### src/rtl/ex_shift_alu_unit.sv
// Execute-stage ALU plus serial shifter with a valid/ready result handshake.
// Optional build macro EX_FLAGS_EN adds the registered zero_o/ovf_o result flags.
//
// state | meaning
// IDLE  | accepting ops; ALU results and zero-amount shifts load in one cycle
// SHIFT | serial shift in progress; upstream is stalled
module ex_shift_alu_unit #(
  parameter int DATA_W     = 32,
  parameter int SHIFT_STEP = 1
) (
  input  logic                      clk_i,
  input  logic                      rst_i,
  input  logic                      in_valid_i,
  output logic                      in_ready_o,
  input  logic [3:0]                alu_op_i,
  input  logic [1:0]                fu_sel_i,
  input  logic                      left_right_i,
  input  logic [DATA_W-1:0]         src_a_i,
  input  logic [DATA_W-1:0]         src_b_i,
  input  logic [$clog2(DATA_W)-1:0] shamt_i,
  output logic                      out_valid_o,
  input  logic                      out_ready_i,
  output logic [DATA_W-1:0]         result_o
`ifdef EX_FLAGS_EN
  ,
  output logic                      zero_o,
  output logic                      ovf_o
`endif
);

  localparam int SHAMT_W = $clog2(DATA_W);
  localparam int STEP_W  = $clog2(DATA_W + 1);
  localparam logic [STEP_W-1:0] STEP_V = STEP_W'(SHIFT_STEP);

  typedef enum logic {IDLE, SHIFT} state_t;

  state_t              state, state_n;
  logic [DATA_W-1:0]   shreg, shreg_n;
  logic [SHAMT_W-1:0]  cnt, cnt_n;
  logic                dir, dir_n;
  logic [DATA_W-1:0]   result_n;
  logic                out_valid_n;
  logic                accept;
  logic                can_load;
  logic                load;
  logic [DATA_W-1:0]   load_val;
  logic [SHAMT_W-1:0]  step_k;
  logic [DATA_W-1:0]   shifted;
  logic [DATA_W-1:0]   alu_res;
  logic [DATA_W-1:0]   sum;
  logic [DATA_W-1:0]   diff;
`ifdef EX_FLAGS_EN
  logic                alu_ovf;
  logic                load_ovf;
  logic                zero_n;
  logic                ovf_n;
`endif

  // A pending result may retire on the same edge a new one is loaded.
  assign can_load   = !out_valid_o || out_ready_i;
  assign in_ready_o = (state == IDLE) && can_load;
  assign accept     = in_valid_i && in_ready_o;

  assign sum  = src_a_i + src_b_i;
  assign diff = src_a_i - src_b_i;

  always_comb begin
    alu_res = '0;
`ifdef EX_FLAGS_EN
    alu_ovf = 1'b0;
`endif
    case (alu_op_i)
      4'b0010: begin
        alu_res = sum;
`ifdef EX_FLAGS_EN
        alu_ovf = (src_a_i[DATA_W-1] == src_b_i[DATA_W-1]) &&
                  (sum[DATA_W-1] != src_a_i[DATA_W-1]);
`endif
      end
      4'b0110: begin
        alu_res = diff;
`ifdef EX_FLAGS_EN
        alu_ovf = (src_a_i[DATA_W-1] != src_b_i[DATA_W-1]) &&
                  (diff[DATA_W-1] != src_a_i[DATA_W-1]);
`endif
      end
      4'b0000: alu_res = src_a_i & src_b_i;
      4'b0001: alu_res = src_a_i | src_b_i;
      4'b1100: alu_res = ~(src_a_i | src_b_i);
      4'b0111: alu_res = {{(DATA_W-1){1'b0}}, ($signed(src_a_i) < $signed(src_b_i))};
      default: alu_res = '0;
    endcase
  end

  // Step never exceeds the remaining count, so it always fits the shamt width.
  assign step_k  = (STEP_W'(cnt) > STEP_V) ? STEP_V[SHAMT_W-1:0] : cnt;
  assign shifted = dir ? (shreg >> step_k) : (shreg << step_k);

  always_comb begin
    state_n     = state;
    shreg_n     = shreg;
    cnt_n       = cnt;
    dir_n       = dir;
    result_n    = result_o;
    out_valid_n = out_valid_o && !out_ready_i;
    load        = 1'b0;
    load_val    = '0;
`ifdef EX_FLAGS_EN
    load_ovf    = 1'b0;
`endif
    case (state)
      IDLE: begin
        if (accept) begin
          if (fu_sel_i == 2'b01 && shamt_i != '0) begin
            shreg_n = src_b_i;
            dir_n   = left_right_i;
            cnt_n   = shamt_i;
            state_n = SHIFT;
          end else begin
            load = 1'b1;
            if (fu_sel_i == 2'b01) begin
              load_val = src_b_i;
            end else if (fu_sel_i == 2'b00) begin
              load_val = alu_res;
`ifdef EX_FLAGS_EN
              load_ovf = alu_ovf;
`endif
            end
          end
        end
      end
      SHIFT: begin
        if (can_load) begin
          shreg_n = shifted;
          cnt_n   = cnt - step_k;
          if (cnt == step_k) begin
            load     = 1'b1;
            load_val = shifted;
            state_n  = IDLE;
          end
        end
      end
      default: state_n = IDLE;
    endcase
    if (load) begin
      result_n    = load_val;
      out_valid_n = 1'b1;
    end
  end

`ifdef EX_FLAGS_EN
  always_comb begin
    zero_n = zero_o;
    ovf_n  = ovf_o;
    if (load) begin
      zero_n = (load_val == '0);
      ovf_n  = load_ovf;
    end
  end
`endif

  always_ff @(posedge clk_i) begin
    if (rst_i) begin
      state       <= IDLE;
      shreg       <= '0;
      cnt         <= '0;
      dir         <= 1'b0;
      result_o    <= '0;
      out_valid_o <= 1'b0;
`ifdef EX_FLAGS_EN
      zero_o      <= 1'b0;
      ovf_o       <= 1'b0;
`endif
    end else begin
      state       <= state_n;
      shreg       <= shreg_n;
      cnt         <= cnt_n;
      dir         <= dir_n;
      result_o    <= result_n;
      out_valid_o <= out_valid_n;
`ifdef EX_FLAGS_EN
      zero_o      <= zero_n;
      ovf_o       <= ovf_n;
`endif
    end
  end

endmodule

### config.mk
export PLATFORM = sky130hd
export DESIGN_NAME = ex_shift_alu_unit
export DESIGN_NICKNAME = d
export VERILOG_FILES = /design/src/rtl/ex_shift_alu_unit.sv
export SDC_FILE = /design/constraint.sdc
export NUM_CORES = 1
export LEC_CHECK = 0
export CAP_MARGIN = 20
export CORE_MARGIN = 2
export CORE_UTILIZATION = 58
export DETAILED_ROUTE_END_ITERATION = 10
export HOLD_SLACK_MARGIN = 0.06
export PLACE_DENSITY = 0.82
export SKIP_LAST_GASP = 1
export SYNTH_ARGS = -nofsm -noshare
export SYNTH_HDL_FRONTEND = slang
export SYNTH_SLANG_ARGS = --single-unit
### constraint.sdc
create_clock -name clk_i -period 4.9 [get_ports clk_i]
set_input_delay 1.47 -clock clk_i [delete_from_list [all_inputs] [get_ports clk_i]]
set_output_delay 1.47 -clock clk_i [all_outputs]
set_load 0.005 [all_outputs]
==> impl_summary.txt <==
----------------------------------------------------
[Global route]
  Via count of the first global-routing pass ... 10070
  Antenna violations before repair ... 0
  Wire length of the first global-routing pass ... 55090 µm
  Pin count of the biggest net entering global routing ... 49
  Total routing usage reported by global routing ... roughly two fifths
  Remaining global-route overflow ... 0

[Placed design]
  Number of buffers inserted by port buffering ... approximately 110
  Placed inst area ... 0.01129 mm²
  Placer's final routability congestion estimate ... around 1.0
  Estimated wirelength of the detail-placed design ... 28000 µm
  Minimum setup slack after placement ... 0.01653 ns
  Placed cell count ... approximately 1700

[Worst setup path]
  Arrival @ worst endpoint ... 4.93 ns
  Longest individual stage delay on the worst path ... 0.60 ns
  Number of buffers and inverters on the critical path ... 2
  Critical path start-end classification ... input port to flip-flop
  Critical path launch point type ... input port
  Required time of the worst setup path ... between 5 and 6 ns
  Crit Path Max Fanout ... 7
  Critical path capture point type ... flip-flop
  Worst path top cell family by delay ... compound AO/OA/AOI/OAI gates
  Worst path slowest cell ... or4_1
  Cells traversed along the worst timing path ... clkdlybuf4s50_1, inv_1, ha_1, nand2_1, or4_1, a21oi_1, nor2_1, o21ai_0, or2_2, a21oi_1, o21ai_0, a31oi_1

[Logic synthesis]
  Top cell type's share of synthesized area ... between 15 and 20%
  Multiplexer share of the synthesized area ... around 7.5%
  Number of warnings issued by yosys ... 0
  Leading post-synthesis cells by cell area ... dfxtp_1, ha_1, mux2i_1
  Post-synthesis cell type count ... 89
  Async S/R FF share, synth ... 0%
  Area of the mapped netlist ... roughly 0.0095 mm²
  Synthesized-area fraction occupied by ao, oa, aoi and oai cells ... 34.97%
  Primary flip-flop cell chosen by synthesis mapping ... dfxtp_1
  Net Count, Synth ... 1513
  Post-synthesis share of cell area spent on and, or, nand and nor gates ... between 10% and 20%
  Post-synthesis xor/xnor area fraction ... 0.9176%
  Dominant combinational cell family by area after synthesis ... compound AO/OA/AOI/OAI gates
  Post-synthesis area per instance ... 7.199 µm²
  Syn Inst Count ... 1326
  Post-synth EDFFs ... 0
  Post-synthesis adder-cell area fraction ... 14.18%
  Yosys top cell by area ... dfxtp_1
  Register bit total from synthesis ... 72
  Sequential share of the synthesized area ... between 15 and 20%

[CTS]
  Number of buffers on the longest clock path ... 2
  Postcts setup bufs ... 0
  TritonCTS Buffers ... 9
  Max H-tree Level ... 3
  TritonCTS clock tree ... yes
  Clock Sink Count ... 72
  Number of hold buffers added after CTS ... 0
  Clock latency at the later pin of the worst-skew pair ... 0.34 ns
  Clk Tree Root Cell ... clkbuf_16
  # resized after CTS ... 0
  Clock transition at the register clock pins on the worst setup and hold paths after CTS ... ~0.05 ns

[Timing]
  Final TNS setup ... 0 ns
  Setup repair after global routing missed its margin ... no
  Top achievable clock speed ... 211.6 MHz
  Actual slew at the worst max-slew pin ... about 0.77 ns
  Fin Hold WS ... 0.4684 ns
  Minimum period implied by the final worst setup slack ... 4.726 ns
  Pins over their slew limit ... 0
  Final hold violation count ... 0
  Post-route clock period utilization ... 96.46%
  Total setup violations reported at the end of the flow ... 0
  Final worst clock skew ... 0.005556 ns
  PnR worst setup slack ... 0.1736 ns
  Relative slew margins ... approximately half

[Run]
  Number of maximum-capacitance violations ... 0

[Cells and area]
  Nets ... 1642
  Final instance area ... 0.01166 mm²
  End-of-flow core utilization ... 72.87%
  Fin cells ... roughly 1700
  Commonest non-fill, non-tap cells in the layout ... nor2_1, a21oi_1, clkdlybuf4s50_1
  Area Overhead vs Synth ... 22.15%
  Proportion of layout cells with a drive suffix above 1 ... a little over a tenth
  Number of diodes ... 0
  Most frequent standard cell in the layout excluding fill and tap cells ... nor2_1
  # fillers ... 1323

[Drt]
  Routed via count ... 11170
  Post-Route WL ... between 30000 and 40000 µm
  Number of design rule violations left after detail routing ... 0
  Initial DRC count ... 1334
  Number of detailed-routing iterations run before antenna repair ... 7
  Post-route antenna net violation count ... 0
  Vias per std cell ... 6.666
  Detail-routed net length per standard cell ... 21.30 µm

[Power]
  Maximum vdd ir drop ... about 0.28 mV
  Leakage power total ... 4.747 nW
  Tot Pwr ... 2.587 mW
  Pwr Density ... 221.8 mW/mm²

[Floorplanning]
  Vertical extent of the die ... 132.3 µm
  Starting Density ... 59.66%
  Core area ... 0.01600 mm²
  Total I/O pin count ... 114
  Die X-Extent ... 132.3 µm
  Site Rows ... 46
  Die footprint ... approximately 0.017 mm²

[Status]
  Status ... finished clean

[Hold path]
  Min-delay worst type ... flip-flop to flip-flop

----------------------------------------------------
==> registers in the layout, summed over array words and instances, names as in the netlist <==
name,count
out_valid_o,1
state,1
result_o,32
shreg,32
dir,1
cnt,5
==> logic make-up after synthesis <==
logic type,after synthesis
buffers and inverters,195
adders and majority gates,107
and+or+nand+nor,388
xor gates and xnor gates,10
muxes,71
AOI/OAI and AO/OA,483
DFF,72
==> final cells by class <==
class | instances | area [µm²] | share of cell area (%)
multi-input combinational | 1059 | 7340 | 62.95
clock inverter | 6 | 130.1 | 1.116
sequential | 72 | 1444 | 12.38
clock buffer | 10 | 239.0 | 2.050
timing repair buffer | 209 | 1847 | 15.84
inverter | 104 | 390.4 | 3.348
tap | 216 | 270.3 | 2.318
==> final timing paths <==
kind	start	to	slack (ns)	cells past startpoint
max	src_b_i[7]	result_o[13]	0.17	12
min	shreg[0]	shreg[0]	0.47	2
max reg2reg	state	result_o[20]	1.96	6
min reg2reg	shreg[0]	shreg[0]	0.47	2
==> per-layer routing <==
layer  track usage, %  vias up  part of all wire (%)
met2            59.40      686                    43
met1            55.16     5254                    43
met4            11.71        0                   2.6
met5                0        -                     0
met3            9.227       84                    12
li1                 -     5148                     -
==> Yosys cell counts, types with 11 or more instances <==
cell	count
inv_1	100
nor3_1	23
a22oi_1	17
a31oi_1	11
a21o_1	20
nor2_1	149
o211ai_1	11
nand2_1	103
nand3_1	25
a221o_1	24
buf_2	26
mux2i_1	66
a221oi_1	23
o22ai_1	14
o21ai_0	81
o31ai_1	11
a211oi_1	45
clkbuf_1	50
o21bai_1	12
dfxtp_1	72
a21oi_1	127
ha_1	105
==> worst register-to-register path, delay by kind of cell (launching register included) <==
family | cells | cell delay (ns)
AO/OA/AOI/OAI | 2 | 0.38
buffers and inverters | 1 | 0.47
flip-flops | 1 | 0.79
AND/OR/NAND/NOR | 3 | 1.20
==> where the power goes <==
part / switching [mW] / total, mW / internal (mW)
sequential: 0.0450 / 0.669 / 0.624
combinational: 0.664 / 1.10 / 0.439
clock: 0.255 / 0.816 / 0.561
No activity file was read; power rests on OpenSTA's default activity.
==> patch, RTL diff (same flow settings) <==
Change the parameter `DATA_W` from 32 to 16.
--- a/src/rtl/ex_shift_alu_unit.sv
+++ b/src/rtl/ex_shift_alu_unit.sv
@@ -5,7 +5,7 @@
 // IDLE  | accepting ops; ALU results and zero-amount shifts load in one cycle
 // SHIFT | serial shift in progress; upstream is stalled
 module ex_shift_alu_unit #(
-  parameter int DATA_W     = 32,
+  parameter int DATA_W     = 16,
   parameter int SHIFT_STEP = 1
 ) (
   input  logic                      clk_i,
Ports: changed (resized result_o, shamt_i, src_a_i and src_b_i); port bits go from 114 to 65. The function was not compared with the original's and may differ.
==> patch against the original RTL <==
Final area is 52% lower; largest power group unchanged; power is 59% lower; die area is 49% lower; setup slack better by 0.26 ns; critical endpoint is now result_o[14]; sequential cell count is 33 lower; critical path depth stayed put; routed wire length is 55% lower; core utilization is 1.9 points lower; area after synthesis is 51% lower; combinational power is 57% lower; largest cell class unchanged.
==> patch: results (changes against the original RTL) <==
| Metric | Value |
|---|---|
| RD Place Congestion | `0.9879 (-2.7%)` |
| Clock root buffer | `clkbuf_8` |
| Synth Net Count | `743 (-51%)` |
| Buffering overhead | `14.27% (-1.6 points)` |
| Post-Place Setup Slack | `0.1997 ns (+0.1831 ns)` |
| Vias per inst | `6.694 (+0.42%)` |
| Status | `complete, no violations` |
| GR Util met3 | `5.618% (-3.6 points)` |
| Ranking of synthesized cells by area | `dfxtp_1, ha_1, mux2i_1, nor2_1, a21oi_1` |
| DRT iter0 DRCs | `543 (-59%)` |
| Filler cells | `654 (-51%)` |
| Sequential area share after synthesis | `16.53% (+1.4 points)` |
| M2 GR Usage | `60.18% (+0.77 points)` |
| WP data arrival | `4.65 ns (-0.28 ns)` |
| M1 GR Usage | `47.90% (-7.3 points)` |
| First-pass GRT wire length | `25.52 mm (-54%)` |
| Leak | `2.187 nW (-54%)` |
| Final HPWL DP | `12.04 mm (-57%)` |
| Number of non-clock buffers | `84 (-60%)` |
| Setup TNS Final | `0 ns (unchanged)` |
| Seq cells post-synth | `39 (-46%)` |
| Slew HR | `37.82% (-11 points)` |
| Vias in the first global route | `4943 (-51%)` |
| Largest net degree at the start of global routing | `44 (-10%)` |
| Met3 WL | `1.426 mm (-67%)` |
| Fin nets | `789 (-52%)` |
| Commonest cells post-synth | `nor2_1, ha_1, inv_1, a21oi_1, nand2_1` |
| Routed met1 length | `6.667 mm (-56%)` |
| H-tree depth | `2 (-1)` |
| Regs by FF count | `result_o: 16 flops, shreg: 16 flops, cnt: 4 flops` |
| Layout cells sized above 1 | `6.268% (-4.7 points)` |
| Overall Global Routing Usage | `36.51% (-2.7 points)` |
| Clock buffers | `6 (-4)` |
| Clk_lat worst skew | `0.31 ns (-0.03 ns)` |
| Critical path's slowest cell | `clkdlybuf4s50_1` |
| PortBufs | `64 (-43%)` |
| Multi-input logic area | `3570 sq um (-51%)` |
| Met2 WL | `7.334 mm (-52%)` |
| Drt pass-1 iters | `5 (-2)` |
| Register area | `780.7 sq um (-46%)` |
| Routed wire per std cell | `20.31 um (-4.7%)` |
| Max VDD drop | `118.3 uV (-58%)` |
| CP Max Fanout | `10 (+3)` |
| Total CTS buffers | `5 (-4)` |
| Inverter count | `50 (-52%)` |
| Post-synthesis cell type count | `68 (-24%)` |
| Clock Pin Slew Worst Setup and Hold Paths | `0.08 ns (+0.03 ns)` |
| Final Skew | `0.006052 ns (+0.0004959 ns)` |
| Net Sw Frac | `40.14% (+2.9 points)` |
| Multi-Input Combinational | `505 (-52%)` |
==> patch: cell count changes after synthesis, moves of 43 or more <==
cell / change
a21oi_1: -82
nor2_1: -80
nand2_1: -61
ha_1: -50
inv_1: -50
o21ai_0: -43
==> patch: worst paths after layout <==
| kind | startpoint | cells after the start | endpoint | slack [ns] |
|---|---|---|---|---|
| min | result_o[5] | 2 | result_o[5] | 0.50 |
| min reg2reg | result_o[5] | 2 | result_o[5] | 0.50 |
| max | src_b_i[4] | 12 | result_o[14] | 0.44 |
| max reg2reg | state | 8 | result_o[13] | 2.11 |
==> patch: metrics by stage <==
stage / cell area (sq um) / hold WS [ns] / std cells / total power [mW] / utilization, %
after floorplan: 4722 / 0.4717 / 639 / 0.6605 / -
after global routing: 5542 / 0.5290 / 788 / 1.110 / 70.98
after detailed placement: 5456 / 0.4857 / 780 / 0.8223 / 69.89
final: 5542 / 0.5032 / 788 / 1.053 / 70.98
after CTS: 5542 / 0.4995 / 788 / 1.039 / 70.98
after global placement: 5456 / 0.4879 / 780 / 0.8100 / 69.89
==> patch: cells by family after synthesis <==
family / Yosys count / synth area share [%]
buf+inv: 95 / 8.002
xor+xnor: 6 / 1.113
simple gates: 181 / 17.97
flops: 39 / 16.53
mux: 36 / 7.737
fa+ha+maj: 57 / 15.42
compound gates: 225 / 33.23
==> patch: power groups by stage <==
stage	Clock (mW)	Combinational, mW	Sequential (mW)
finish	0.222	0.473	0.358
global route	0.233	0.516	0.360
CTS	0.221	0.461	0.357
detailed placement	0	0.458	0.364
global placement	0	0.447	0.363
floorplan	0	0.305	0.355
